## config.mk

```make
export PLATFORM = sky130hd
export DESIGN_NAME = seg7_capture_flat
export DESIGN_NICKNAME = d
export VERILOG_FILES = /design/src/rtl/seg7_capture_if.sv /design/src/rtl/seg7_capture.sv /design/src/flat_wrapper.sv
export SDC_FILE = /design/constraint.sdc
export NUM_CORES = 1
export LEC_CHECK = 0
export CELL_PAD_IN_SITES_DETAIL_PLACEMENT = 1
export CELL_PAD_IN_SITES_GLOBAL_PLACEMENT = 1
export CORE_MARGIN = 2
export CORE_UTILIZATION = 46
export CTS_CLUSTER_DIAMETER = 40
export DETAILED_ROUTE_END_ITERATION = 6
export HOLD_SLACK_MARGIN = 0.03
export PLACE_DENSITY_LB_ADDON = 0.1
export RECOVER_POWER = 50
export SKIP_LAST_GASP = 1
export SLEW_MARGIN = 20
export SYNTH_ARGS = -nofsm -noshare
export SYNTH_HDL_FRONTEND = slang
export SYNTH_SLANG_ARGS = --single-unit
```

## constraint.sdc

```tcl
create_clock -name clk -period 4.3 [get_ports clk]
set_input_delay 0.43 -clock clk [delete_from_list [all_inputs] [get_ports clk]]
set_output_delay 0.43 -clock clk [all_outputs]
set_load 0.05 [all_outputs]
```

## src/rtl/seg7_capture_if.sv

```systemverilog
// Display-bus bundle for seg7_capture: the sampled segment pattern and clear
// from the bus side, and decoded digit / status toward the consumer.
interface seg7_capture_if;
    logic [6:0] seg_in;
    logic       clr;
    logic [3:0] digit;
    logic       digit_valid;
    logic       blank;
    logic       invalid;
    logic [7:0] change_cnt;
    logic       seq_err;

    modport master (
        output seg_in, clr,
        input  digit, digit_valid, blank, invalid, change_cnt, seq_err
    );

    modport slave (
        input  seg_in, clr,
        output digit, digit_valid, blank, invalid, change_cnt, seq_err
    );
endinterface

```

## src/rtl/seg7_capture.sv

```systemverilog
// seg7_capture: seven-segment receive side. Synchronizes an asynchronous
// segment pattern, qualifies it with a stability window and decodes it back
// to a hex digit, with sticky invalid flag and a saturating change counter.
// Optional sequence check enabled by defining SEG7_CAPTURE_SEQ_CHECK_EN.
module seg7_capture #(
    parameter int unsigned STABLE_CYCLES = 4,
    parameter int unsigned MODULO        = 7
) (
    input logic          clk,
    input logic          rst_n,
    seg7_capture_if.slave bus
);
    localparam logic [7:0] STAB_LAST = 8'(STABLE_CYCLES - 1);

    if (STABLE_CYCLES < 2 || STABLE_CYCLES > 255) begin : g_bad_stable
        $error("seg7_capture: STABLE_CYCLES out of range 2..255");
    end
    if (MODULO < 2 || MODULO > 16) begin : g_bad_modulo
        $error("seg7_capture: MODULO out of range 2..16");
    end

    typedef enum logic [1:0] {IDLE, SETTLE, LOCKED} state_t;

    typedef struct packed {
        logic       ok;
        logic [3:0] digit;
    } dec_t;

    state_t     state, state_nxt;
    logic [6:0] sync1, sync2, cand, cand_nxt, locked;
    logic [7:0] stab, stab_nxt;
    logic       accept;
    dec_t       dec;

    logic [3:0] digit_r;
    logic       digit_valid_r, blank_r, invalid_r;
    logic [7:0] change_cnt_r;

    // Pattern-to-digit lookup for the candidate being qualified.
    always_comb begin
        dec = '{ok: 1'b1, digit: 4'h0};
        case (cand)
            7'h3F: dec.digit = 4'h0;
            7'h06: dec.digit = 4'h1;
            7'h5B: dec.digit = 4'h2;
            7'h4F: dec.digit = 4'h3;
            7'h66: dec.digit = 4'h4;
            7'h6D: dec.digit = 4'h5;
            7'h7D: dec.digit = 4'h6;
            7'h07: dec.digit = 4'h7;
            7'h7F: dec.digit = 4'h8;
            7'h6F: dec.digit = 4'h9;
            7'h77: dec.digit = 4'hA;
            7'h7C: dec.digit = 4'hB;
            7'h39: dec.digit = 4'hC;
            7'h5E: dec.digit = 4'hD;
            7'h79: dec.digit = 4'hE;
            7'h71: dec.digit = 4'hF;
            default: dec.ok = 1'b0;
        endcase
    end

    // State register.
    always_ff @(posedge clk) begin
        if (!rst_n) state <= IDLE;
        else        state <= state_nxt;
    end

    // Any change of the synchronized pattern restarts the window; a full
    // window in SETTLE produces a single accept.
    always_comb begin
        state_nxt = state;
        cand_nxt  = cand;
        stab_nxt  = stab;
        accept    = 1'b0;
        if (sync2 != cand) begin
            cand_nxt  = sync2;
            stab_nxt  = 8'd0;
            state_nxt = SETTLE;
        end else if (state == SETTLE) begin
            if (stab < STAB_LAST) begin
                stab_nxt = stab + 8'd1;
            end else begin
                accept    = 1'b1;
                state_nxt = LOCKED;
            end
        end
    end

    // Input synchronizer, candidate tracking and accept side effects.
    // clr is applied last so it wins over a same-cycle count or invalid set.
    always_ff @(posedge clk) begin
        if (!rst_n) begin
            sync1         <= 7'h00;
            sync2         <= 7'h00;
            cand          <= 7'h00;
            stab          <= 8'd0;
            locked        <= 7'h00;
            digit_r       <= 4'h0;
            digit_valid_r <= 1'b0;
            blank_r       <= 1'b1;
            invalid_r     <= 1'b0;
            change_cnt_r  <= 8'd0;
        end else begin
            sync1         <= bus.seg_in;
            sync2         <= sync1;
            cand          <= cand_nxt;
            stab          <= stab_nxt;
            digit_valid_r <= 1'b0;
            if (accept && cand != locked) begin
                if (dec.ok) begin
                    digit_r       <= dec.digit;
                    digit_valid_r <= 1'b1;
                    blank_r       <= 1'b0;
                    locked        <= cand;
                    if (change_cnt_r != 8'hFF) change_cnt_r <= change_cnt_r + 8'd1;
                end else if (cand == 7'h00) begin
                    blank_r <= 1'b1;
                    locked  <= 7'h00;
                end else begin
                    invalid_r <= 1'b1;
                    locked    <= cand;
                end
            end
            if (bus.clr) begin
                change_cnt_r <= 8'd0;
                invalid_r    <= 1'b0;
            end
        end
    end

    assign bus.digit       = digit_r;
    assign bus.digit_valid = digit_valid_r;
    assign bus.blank       = blank_r;
    assign bus.invalid     = invalid_r;
    assign bus.change_cnt  = change_cnt_r;

`ifdef SEG7_CAPTURE_SEQ_CHECK_EN
    localparam logic [4:0] MOD5 = 5'(MODULO);

    logic [3:0] prev_digit;
    logic       armed, seq_err_r;
    logic [4:0] seq_exp;
    logic       take_digit;

    assign take_digit = accept && (cand != locked) && dec.ok;
    assign seq_exp    = ({1'b0, prev_digit} + 5'd1) % MOD5;

    // Each digit accept after the first must follow the previous one mod
    // MODULO; clr disarms so the following accept starts a new sequence.
    always_ff @(posedge clk) begin
        if (!rst_n) begin
            prev_digit <= 4'h0;
            armed      <= 1'b0;
            seq_err_r  <= 1'b0;
        end else begin
            if (take_digit) begin
                if (armed && {1'b0, dec.digit} != seq_exp) seq_err_r <= 1'b1;
                prev_digit <= dec.digit;
                armed      <= 1'b1;
            end
            if (bus.clr) begin
                armed     <= 1'b0;
                seq_err_r <= 1'b0;
            end
        end
    end

    assign bus.seq_err = seq_err_r;
`else
    assign bus.seq_err = 1'b0;
`endif

endmodule

```

## src/flat_wrapper.sv

```systemverilog
// flat-port wrapper written by rule: the top's interface ports become plain ports
module seg7_capture_flat 
#(
    parameter int unsigned STABLE_CYCLES = 4,
    parameter int unsigned MODULO        = 7
)
  (clk, rst_n, bus_seg_in, bus_clr, bus_digit, bus_digit_valid, bus_blank, bus_invalid, bus_change_cnt, bus_seq_err);
  seg7_capture_if bus_i ();
  input logic clk;
  input logic rst_n;
  input wire logic [$bits(bus_i.seg_in)-1:0] bus_seg_in;
  input wire logic [$bits(bus_i.clr)-1:0] bus_clr;
  output wire logic [$bits(bus_i.digit)-1:0] bus_digit;
  output wire logic [$bits(bus_i.digit_valid)-1:0] bus_digit_valid;
  output wire logic [$bits(bus_i.blank)-1:0] bus_blank;
  output wire logic [$bits(bus_i.invalid)-1:0] bus_invalid;
  output wire logic [$bits(bus_i.change_cnt)-1:0] bus_change_cnt;
  output wire logic [$bits(bus_i.seq_err)-1:0] bus_seq_err;
  assign bus_i.seg_in = bus_seg_in;
  assign bus_i.clr = bus_clr;
  assign bus_digit = bus_i.digit;
  assign bus_digit_valid = bus_i.digit_valid;
  assign bus_blank = bus_i.blank;
  assign bus_invalid = bus_i.invalid;
  assign bus_change_cnt = bus_i.change_cnt;
  assign bus_seq_err = bus_i.seq_err;
  seg7_capture #(.STABLE_CYCLES(STABLE_CYCLES), .MODULO(MODULO)) u_core (.clk(clk), .rst_n(rst_n), .bus(bus_i));
endmodule
```

==> results of run 1 <==
-- power groups by stage --
stage / registers (mW) / logic (mW) / clock network (mW)
3_5_place_dp: 0.523 / 0.0533 / 0
4_1_cts: 0.511 / 0.0536 / 0.313
3_3_place_gp: 0.522 / 0.0519 / 0
2_1_floorplan: 0.515 / 0.0445 / 0
5_1_grt: 0.513 / 0.0595 / 0.335
6_report: 0.512 / 0.0522 / 0.305
-- layout by cell type (no fill, tap or decap), types with 5 or more instances in the layout --
cell type and instances:
xor2_1 12, a21boi_0 10, nor3_1 9, a21oi_1 7, and2_1 21, dfxtp_1 53, dlygate4sd3_1 7, and3_1 6
nand3_1 13, nor2_1 11, o21a_1 5, o21ai_0 10, xnor2_1 5, clkdlybuf4s50_1 17, nand2_1 26, and2_0 9
clkbuf_8 6
-- registers in the layout, summed over array words and instances (netlist names) --
signal,flops
u_core.bus.change_cnt,8
u_core.stab,8
u_core.bus.digit,4
u_core.locked,7
u_core.bus.digit_valid,1
u_core.sync1,7
u_core.sync2,7
u_core.cand,7
u_core.bus.invalid,1
u_core.bus.blank,1
u_core.state,2
-- final cells by class --
type / instances / area, um^2 / share of cell area [%]
Clock inverter: 2 / 17.52 / 0.6393
Tap cell: 70 / 87.58 / 3.196
Clock buffer: 6 / 82.58 / 3.014
Sequential cell: 53 / 1061 / 38.72
Inverter: 3 / 11.26 / 0.4110
Multi-Input combinational cell: 193 / 1236 / 45.11
Timing Repair Buffer: 25 / 244.0 / 8.904
-- stage by stage --
step,area [um^2],total power [mW],util (%),setup slack (ns)
2_1_floorplan,2407,0.5592,-,2.116
3_3_place_gp,2644,0.5743,52.10,1.430
3_5_place_dp,2644,0.5763,52.10,1.311
4_1_cts,2744,0.8783,54.07,1.257
5_1_grt,2740,0.9074,53.99,1.004
6_report,2740,0.8683,53.99,1.208
-- per-layer routing --
metal | track usage, % | vias up | share of wire, % | routed length (um)
li1 | - | 964 | - | -
met1 | 25.47 | 918 | 50 | 2778
met2 | 32.48 | 26 | 45 | 2497
met3 | 4.384 | 8 | 2.8 | 156
met4 | 6.182 | 0 | 1.3 | 73
met5 | 0 | - | 0 | 0
-- cell families (layout without fill, tap and decap cells) --
| group | after synthesis | in the layout | synth area share (%) |
|---|---|---|---|
| buffers and inverters | 23 | 36 | 4.574 |
| AND/OR/NAND/NOR | 122 | 122 | 29.26 |
| XOR/XNOR | 17 | 17 | 6.185 |
| flip-flops | 53 | 53 | 44.07 |
| adder cells (fa/ha/maj) | 2 | 2 | 1.039 |
| other | 1 | 1 | 0.1558 |
| AO/OA/AOI/OAI | 51 | 51 | 14.71 |
-- final timing paths --
path | startpoint | endpoint | slack (ns) | cells past startpoint
max | u_core.cand[2] | u_core.bus.change_cnt[3] | 1.21 | 6
min reg2reg | u_core.sync1[6] | u_core.sync2[6] | 0.45 | 1
min | u_core.sync1[6] | u_core.sync2[6] | 0.45 | 1
max reg2reg | u_core.cand[2] | u_core.bus.change_cnt[3] | 1.21 | 6
-- worst max-delay path: stages, from the launching register on --
cell and delay [ns]:
dfxtp_1 0.71, xor2_1 0.19, nor4_4 0.37, nand3_2 0.31, a311o_1 0.65, or4_1 0.59
a21oi_1 0.19
==> flow_summary.ini, run 1 <==
[setup_path]
critical_path.max_fanout = 18
endpoint_kind = flip-flop
required_ns = 4.53
crit_path_start_kind = flip-flop
cp.arrival_ns = 3.32
critical_path_class = reg2reg

[logic_synthesis]
synth_most_common_cell = dfxtp_1
synth_area_leaders = dfxtp_1 (44%), and2_1 (7.8%), xor2_1 (4.4%), nand2_1 (4.1%), a21boi_0 (3.1%)
seq_area_frac_synth_pct = 44.07
synth.top_cell.area_share_pct = 44.07
yosysUniqueCellTypes = 50
yosys-top-cells-count = dfxtp_1 (53), and2_1 (30), nand2_1 (26)
synth_nets = 281
syn_avg_cell_area_um2 = 8.949
syn_inst = 269
ys_ff_latch = 53
syn_area_um2 = 2407
synthArstFlopShare_pct = 0
synth_edf_count = 0
yosys_warnings = 0
synth_largest_area_cell = dfxtp_1
synth_ff_type = dfxtp_1

[floorplan]
die_w_um = 76.34
pin_count = 26
die_y_um = 76.34
start_util_pct = 47.44
dieArea_um2 = 5828
rows = 26
fp.coreArea_um2 = 5075

[timing]
fin_tns_setup_ns = 0
relSlewSlack_pct = 37.77
fin_skew_ns = 0.005521
worst_slew_pin_slew_ns = 0.9335
setup_violations = 0
maxSlewViolCount = 0
rsz0062_at_grt = false
post-route-min-period_ns = 3.092
finalHoldViolations = 0
max_freq_mhz = 323.4
hold_ws_ns = 0.4465
finalCritPeriodShare_pct = 71.91

[cells_and_area]
area_delta_synth_final_pct = 13.83
n_fill_cell = 614
finalNonFillerCells = 352
diodes = 0
final_nets = 293
drive_above_1_share_pct = 4.965

[cts]
clock_path_buffers = 2
cts_tree = done
cts_setup_buffers = 0
cts_resized = 0
clk_latency_ns = 0.31
cts_inserted_buffers = 5
path_clk_slew_ns = 0.10
cts-hold-fix-buffers = 0
cts_sinks = 53
root_buffer = clkbuf_8
htreeDepth = 2

[grt]
antenna_found_initial = 0
grt_pass1_vias = 1973
grt_max_degree = 25
gr-total-overflow = 0
grt_first_pass_wirelength_um = 9315
grt_usage_pct = 19.60

[drt]
dr.pass1.iters = 4
first_iter_violations = 77
totalWireLength_um = 5505
ant_nets = 0
via_count = 1916
drc_errors = 0
vias_per_cell = 5.443
wl_per_cell_um = 15.64

[power]
sw_frac_of_total_pct = 24.11
power_frac_comb_pct = 6.0
power.switching_uw = 209.3
seq_power_share_pct = 58.9
p_leak_nw = 0.9827
p_per_area_nw_per_um2 = 316.9
peakVddDrop_uv = 200.9
p_int_uw = 659.0
clkPwrFrac_pct = 35.1

[job]
drv_cap = 0

[place]
dp.cells = 344
port_buffers = 24
routabilityCongestion = 0.8349
dp_hpwl_um = 3850

[min_path]
min_path_type = reg2reg

[outcome]
outcome = complete, no violations
Power figures use the tool's default switching activity.
==> run 2, diff against run 1 <==
--- a/config.mk
+++ b/config.mk
@@ -8,7 +8,7 @@
 export CELL_PAD_IN_SITES_DETAIL_PLACEMENT = 1
 export CELL_PAD_IN_SITES_GLOBAL_PLACEMENT = 1
 export CORE_MARGIN = 2
-export CORE_UTILIZATION = 46
+export CORE_UTILIZATION = 42
 export CTS_CLUSTER_DIAMETER = 40
 export DETAILED_ROUTE_END_ITERATION = 6
 export HOLD_SLACK_MARGIN = 0.03
==> constraint.sdc (replaced) <==
create_clock -name clk -period 3.1 [get_ports clk]
set_input_delay 0.31 -clock clk [delete_from_list [all_inputs] [get_ports clk]]
set_output_delay 0.31 -clock clk [all_outputs]
set_load 0.05 [all_outputs]
==> run 2 against run 1 <==
Compared with the run above:
- fmax increased by 11%
- flip-flop and latch count unchanged
- non-clock buffer count increased by 6
- via count increased by 0.94%
- worst hold slack got worse by 0.0023 ns
- die area increased by 9.0%
- cell area increased by 2.3%
- sequential power increased by 38%
- highest routed layer unchanged
- clock skew decreased by 0.0019 ns
- critical endpoint is now u_core.bus.change_cnt[7]
- count of clock-buffer cells in the layout increased by 1
- register-to-register slack got worse by 0.89 ns
==> flow_summary.ini, run 2 (synthesis gave the netlist of run 1 again) <==
[outcome]
outcome = complete, no violations

[power]
p_per_area_nw_per_um2 = 453.6
p_total_mw = 1.272
peakVddDrop_uv = 251.5
p_leak_nw = 1.037

[cts]
cts_inserted_buffers = 5
cts-hold-fix-buffers = 0
path_clk_slew_ns = 0.09
htreeDepth = 2
cts_setup_buffers = 0
cts_tree = done
clk_latency_ns = 0.30
cts_sinks = 53
root_buffer = clkbuf_8
cts_resized = 0
clock_path_buffers = 2

[grt]
grt_usage_pct = 19.96
grt_pass1_vias = 2016
antenna_found_initial = 0
grt_max_degree = 21
grt_first_pass_wirelength_um = 9887
gr-total-overflow = 0

[setup_path]
required_ns = 3.33
crit_path_start_kind = flip-flop
cp.arrival_ns = 3.02
critical_path_class = reg2reg
endpoint_kind = flip-flop
critical_path.max_fanout = 18

[floorplan]
rows = 27
dieArea_um2 = 6353
start_util_pct = 43.72
fp.coreArea_um2 = 5507
die_w_um = 79.71
die_y_um = 79.71
pin_count = 26

[drt]
totalWireLength_um = 5613
vias_per_cell = 5.372
drc_errors = 0
wl_per_cell_um = 15.59
dr.pass1.iters = 4
first_iter_violations = 104
ant_nets = 0
via_count = 1934

[place]
port_buffers = 24
dp_slack_ns = 0.3452
dp_hpwl_um = 4016
placedInstanceArea_um2 = 2691
routabilityCongestion = 0.8311

[cells_and_area]
drive_above_1_share_pct = 6.597
design_area_um2 = 2804
diodes = 0
n_fill_cell = 651
area_delta_synth_final_pct = 16.48
final_common_cell = dfxtp_1
final_nets = 299
mostFrequentLayoutCells = dfxtp_1 (53), nand2_1 (26), and2_1 (20), nand3_1 (13)

[timing]
finalCritPeriodShare_pct = 89.91
setup_violations = 0
maxSlewViolCount = 0
relSlewSlack_pct = 52.84
post-route-min-period_ns = 2.787
fin_tns_setup_ns = 0
fin_skew_ns = 0.003662
hold_ws_ns = 0.4442
worst_slew_pin_slew_ns = 0.7057
rsz0062_at_grt = false
finalHoldViolations = 0
worst_slack_ns = 0.3128
max_freq_mhz = 358.8

[min_path]
min_path_type = reg2reg

[job]
drv_cap = 0
-- run 2: where the power goes --
group | switching, mW | internal (mW) | total, mW
Combinational | 0.0422 | 0.0381 | 0.0803
Sequential | 0.0143 | 0.693 | 0.708
Clock | 0.220 | 0.264 | 0.484
Total | 0.277 | 0.995 | 1.27
-- run 2: final timing paths --
| path | from | to | slack, ns | cells after the start |
|---|---|---|---|---|
| worst max-delay path | u_core.cand[0] | u_core.bus.change_cnt[7] | 0.31 | 6 |
| worst min-delay path | u_core.sync1[1] | u_core.sync2[1] | 0.44 | 1 |
| worst max register to register | u_core.cand[0] | u_core.bus.change_cnt[7] | 0.31 | 6 |
| worst min register to register | u_core.sync1[1] | u_core.sync2[1] | 0.44 | 1 |
-- run 2: layout make-up --
type / count / area (um^2) / area share, %
multi-input combinational: 193 / 1236 / 44.09
sequential: 53 / 1061 / 37.84
timing repair buffer: 31 / 289.0 / 10.31
tap: 72 / 90.09 / 3.213
clock buffer: 7 / 86.33 / 3.079
clock inverter: 1 / 30.03 / 1.071
inverter: 3 / 11.26 / 0.4016
-- run 2: critical path, stage by stage (launching register included) --
cell and delay, ns:
dfxtp_1 0.70, or3b_1 0.45, a31oi_1 0.22, a2111oi_1 0.12, a311o_1 0.50, or4_1 0.57
a21oi_1 0.15
-- run 2: through the flow --
stage | std cells | utilization [%]
floorplan | 269 | -
global placement | 352 | 48.88
detailed placement | 352 | 48.88
CTS | 360 | 50.99
global route | 360 | 50.92
finish | 360 | 50.92
-- run 2: routing by layer --
layer	global-route usage [%]	wire (um)	vias to the layer above
li1	-	-	981
met1	26.92	2790	915
met4	5.862	69	0
met5	0	0	-
met2	32.44	2583	32
met3	3.733	170	6
==> patch 1: new RTL, settings of run 2 <==
Build with the macro `SEG7_CAPTURE_SEQ_CHECK_EN` defined.
--- a/src/rtl/seg7_capture.sv
+++ b/src/rtl/seg7_capture.sv
@@ -3,4 +3,6 @@
 // to a hex digit, with sticky invalid flag and a saturating change counter.
 // Optional sequence check enabled by defining SEG7_CAPTURE_SEQ_CHECK_EN.
+`define SEG7_CAPTURE_SEQ_CHECK_EN
+
 module seg7_capture #(
     parameter int unsigned STABLE_CYCLES = 4,
Formal check against the unedited RTL: same outputs for any inputs over 10 cycles, from zero or initial values and one cycle with rst_n low; that may be too few to reach the edited logic, so the function may still have changed.
==> patch 1 against run 2 <==
- sequential power up 3%
- critical endpoint is now u_core.bus.seq_err$_SDFFE_PP0P_
- wire length increased by 16%
- clock skew up 0.011 ns
- setup slack got worse by 0.24 ns
- clock power is 13% lower
- sequential cell count is 2 higher
- cell area grew 26%
- via count up 22%
- die area is 19% higher
- total power is 4.2% lower
- area after synthesis up 20%
==> patch 1: results (changes against run 2) <==
[status]
status=completed

[route]
met3_length_um=143  ; -16%
wire_per_inst_um=14.8  ; -4.8%
avgViaCountPerCell=5.39  ; +0.42%
dr_wl_met2_um=3150  ; +22%

[grt]
use_met1_pct=24.6  ; -2.4 points
grt_pass1_wl_um=11000  ; +11%
grt_max_degree=23  ; +9.5%
grt_use_met2_pct=30.2  ; -2.2 points
first_global_vias=2307  ; +14%
grt.met3_usage_pct=3.51  ; -0.23 points
grt.total_usage_pct=18.1  ; -1.9 points

[yosys]
synth_cell_types=60  ; +20%
ys_seq_area_share_pct=38.2  ; -5.9 points
synth_commonest_cells=dfxtp_1 (55), and2_1 (36), nor2_1 (19)
synth_area_um2=2880  ; +20%
synth_fa_ha_area_share_pct=3.04  ; +2.0 points
syn-num-nets=343  ; +22%

[worst_setup_path]
max_stage_delay_ns=0.37  ; -0.33 ns
cp_data_arrival_time_ns=3.21  ; +0.19 ns
crit_family=compound AO/OA/AOI/OAI gates
crit_end=u_core.bus.seq_err$_SDFFE_PP0P_
reg2reg_slack_ns=0.07  ; -0.24 ns
reg2reg_from=u_core.bus.digit[1]$_SDFFE_PN0P_
r2r_cells=17  ; +11

[cells_and_area]
n_fill_cell=777  ; +19%
final_nets=374  ; +25%
drive_gt1_share_pct=16.8  ; +10 points
n_clock_buffer=5  ; -2
clkCellAreaFrac_pct=2.72  ; -1.4 points
inv_count=9  ; +6
multi_input_comb_cells=240  ; +24%
seq_area_share_pct=31.4  ; -6.4 points
nonClkBufAreaFrac_pct=11.4  ; +1.1 points

[power_and_ir_drop]
p_comb_share_pct=5.8  ; -0.5 points
p_int_mw=0.919  ; -7.6%
pg_clk_mw=0.421  ; -13%

[placement]
hpwl_um=4710  ; +17%
port_buffers=25  ; +4.2%
gp_congestion=0.822  ; -1.1%
post_dp_cell_area_um2=3310  ; +23%

[clock_network]
cts_resized=2  ; +2
clk_latency_ns=0.32  ; +0.02 ns
postCtsSetupBuffers=3  ; +3

[hold_path]
holdCritStartpoint=u_core.sync1[5]$_SDFF_PN0_
hold_end=u_core.sync2[5]$_SDFF_PN0_

[sta]
finalClockSkew_ns=0.0148  ; +0.0112 ns
tightest_slew_ns=0.794  ; +0.0883 ns
worst_hold_slack_ns=0.447  ; +0.00278 ns

[patch 1: cell types whose count changed after synthesis, moves of 6 or more]
cell      before  now
buf_2         10    1
xnor2_1        5   12
inv_1          3    9
nor2b_1        1   10
nand2_1       26   13
mux2i_1        0   11
xor2_1        12   18
nor2_1        11   19
a21boi_0      10    1
and2_1        30   36
clkbuf_1       7   15
[patch 1: through the flow]
stage / worst slack [ns] / setup TNS [ns] / power [mW] / std cells / util, %
3_5_place_dp: -0.0693 / -0.0693 / 0.816 / 423 / 49.2
6_report: 0.0693 / 0 / 1.22 / 438 / 52.8
4_1_cts: 0.0103 / 0 / 1.24 / 434 / 51.2
3_3_place_gp: 0.0753 / 0 / 0.813 / 423 / 49.2
2_1_floorplan: -0.0186 / -0.0186 / 0.787 / 326 / -
5_1_grt: -0.0399 / -0.0399 / 1.28 / 438 / 52.8
==> patch 2: new RTL, config.mk and constraints of run 2 <==
Made on the original files. The 3 states of `state_t` get a one-hot encoding in 3 bits.
--- a/src/rtl/seg7_capture.sv
+++ b/src/rtl/seg7_capture.sv
@@ -20,5 +20,5 @@
     end
 
-    typedef enum logic [1:0] {IDLE, SETTLE, LOCKED} state_t;
+    typedef enum logic [2:0] {IDLE = 3'b001, SETTLE = 3'b010, LOCKED = 3'b100} state_t;
 
     typedef struct packed {
Behaviour: same outputs for any inputs over 10 cycles, from zero or initial values and one cycle with rst_n low; not proved beyond that.
==> patch 2 against run 2 <==
- area after synthesis increased by 5.5%
- setup slack better by 0.11 ns
- cell area up 2.1%
- count of clock-buffer cells in the layout fell by 2
- final cell count decreased by 1.7%
- wire length is 11% lower
- sequential share of layout area shrank 0.061 points
- first-iteration DRC count is 45% lower
- clock skew up 0.0044 ns
- sequential cell count grew 1
- total power decreased by 5.1%
==> patch 2: results (changes against run 2) <==
[status]
status=completed

[worst_setup_path]
reg2reg_from=u_core.cand[1]$_SDFFE_PN0P_
cp_max_fo=20  ; +2
r2r_cells=6  ; unchanged
crit_end=u_core.bus.blank$_SDFFE_PN1P_
startpoint=u_core.cand[1]$_SDFFE_PN0P_
regToRegEndpoint=u_core.bus.blank$_SDFFE_PN1P_
cp_data_arrival_time_ns=2.82  ; -0.20 ns

[grt]
grt_pass1_wl_um=8590  ; -13%
antenna_found_initial=0  ; unchanged
grt_max_degree=42  ; +100%
grt.total_usage_pct=16.6  ; -3.3 points
first_global_vias=1815  ; -10%

[power_and_ir_drop]
leakage_nw=1.18  ; +14%
ir_drop_uv=227  ; -9.8%
p_int_mw=0.909  ; -8.6%

[clock_network]
postCtsSetupBuffers=0  ; unchanged
cts_buffer_depth=2  ; unchanged
cts_buffers=5  ; unchanged
htree_levels=2  ; unchanged
cts_root_buf=clkbuf_8
cts_resized=0  ; unchanged
clk_pin_slew_worst_paths_ns=0.10

[yosys]
syn-num-nets=278  ; -1.1%
synth_cell_types=57  ; +14%
ys_seq_area_share_pct=42.6  ; -1.5 points
synth_warnings=0  ; unchanged
async_flop_share_pct=0  ; unchanged
yosys-top-cells-area=dfxtp_1 (43%), and2_1 (7.6%), mux2i_1 (5.1%), xor2_1 (3.8%), nand2_1 (2.8%)
synth_commonest_cells=dfxtp_1 (54), and2_1 (31), nand2_1 (19)

[route]
dr_wl_met2_um=2300  ; -11%
drt_pass1_iterations=4  ; unchanged
wire_per_inst_um=14.1  ; -9.4%
avgViaCountPerCell=5.30  ; -1.3%
met3_length_um=140  ; -18%
drtIter0Drc=57  ; -45%
met1Wirelength_um=2470  ; -11%
highest_layer=met4

[cells_and_area]
drive_gt1_share_pct=7.89  ; +1.3 points
diodes=0  ; unchanged
final_nets=290  ; -3.0%

[sta]
slew_headroom_pct=13.0  ; -40 points
finalClockSkew_ns=0.00810  ; +0.00444 ns
worst_slack_ns=0.426  ; +0.113 ns

[placement]
port_buffers=24  ; unchanged
hpwl_um=3550  ; -12%
dp_slack_ns=0.472  ; +0.126 ns
gp_congestion=0.808  ; -2.8%

[hold_path]
min_path_type=flop to flop

==> patch 2: worst min-delay path by stage <==
stage,start,to,cells past startpoint
after floorplan,u_core.sync1[0]$_SDFF_PN0_,u_core.sync2[0]$_SDFF_PN0_,1
after global placement,u_core.sync1[0]$_SDFF_PN0_,u_core.sync2[0]$_SDFF_PN0_,1
after detailed placement,u_core.sync1[5]$_SDFF_PN0_,u_core.sync2[5]$_SDFF_PN0_,1
after CTS,u_core.sync1[5]$_SDFF_PN0_,u_core.sync2[5]$_SDFF_PN0_,1
after global routing,u_core.sync1[5]$_SDFF_PN0_,u_core.sync2[5]$_SDFF_PN0_,1
final,u_core.sync1[5]$_SDFF_PN0_,u_core.sync2[5]$_SDFF_PN0_,1
==> patch 2: per-layer routing <==
layer,GRT usage [%],vias up
met2,25.7,21
met4,7.00,0
met5,0,-
met3,3.63,7
met1,22.4,905
li1,-,944
==> patch 2: stage by stage <==
| step | std cells | utilization, % | cell area, um2 | hold WS, ns |
|---|---|---|---|---|
| 2_1_floorplan | 266 | - | 2540 | 0.412 |
| 5_1_grt | 354 | 48.6 | 2860 | 0.452 |
| 3_5_place_dp | 346 | 47.1 | 2770 | 0.419 |
| 3_3_place_gp | 346 | 47.1 | 2770 | 0.414 |
| 4_1_cts | 354 | 48.7 | 2870 | 0.443 |
| 6_report | 354 | 48.6 | 2860 | 0.441 |
==> patch 2: power by group through the flow <==
| stage | clock (mW) | sequential, mW | combinational, mW |
|---|---|---|---|
| floorplan | 0 | 0.728 | 0.0635 |
| detailed placement | 0 | 0.739 | 0.0742 |
| global route | 0.461 | 0.726 | 0.0811 |
| finish | 0.411 | 0.723 | 0.0720 |
| global placement | 0 | 0.738 | 0.0729 |
| CTS | 0.434 | 0.723 | 0.0747 |
==> patch 2: cells by family after synthesis <==
group / share of synthesized area (%)
compound gates: 11.0
xor+xnor: 5.52
fa+ha+maj: 0.985
buf+inv: 5.27
flops: 42.6
mux: 5.12
other cells: 0.148
simple gates: 29.4
==> patch 2: layout make-up <==
type	count	area, um2
Fill cell	679	3020
Timing Repair Buffer	25	244
Clock inverter	3	26.3
Tap cell	75	93.8
Sequential cell	54	1080
Inverter	6	22.5
Clock buffer	5	68.8
Multi-Input combinational cell	186	1330
==> patch 2: critical path: stages (launching register included) <==
cell	delay (ns)
dfxtp_1	0.75
nand2b_1	0.15
nor4_1	0.61
a22oi_1	0.19
nand4_1	0.41
and2_4	0.31
o21ai_1	0.08
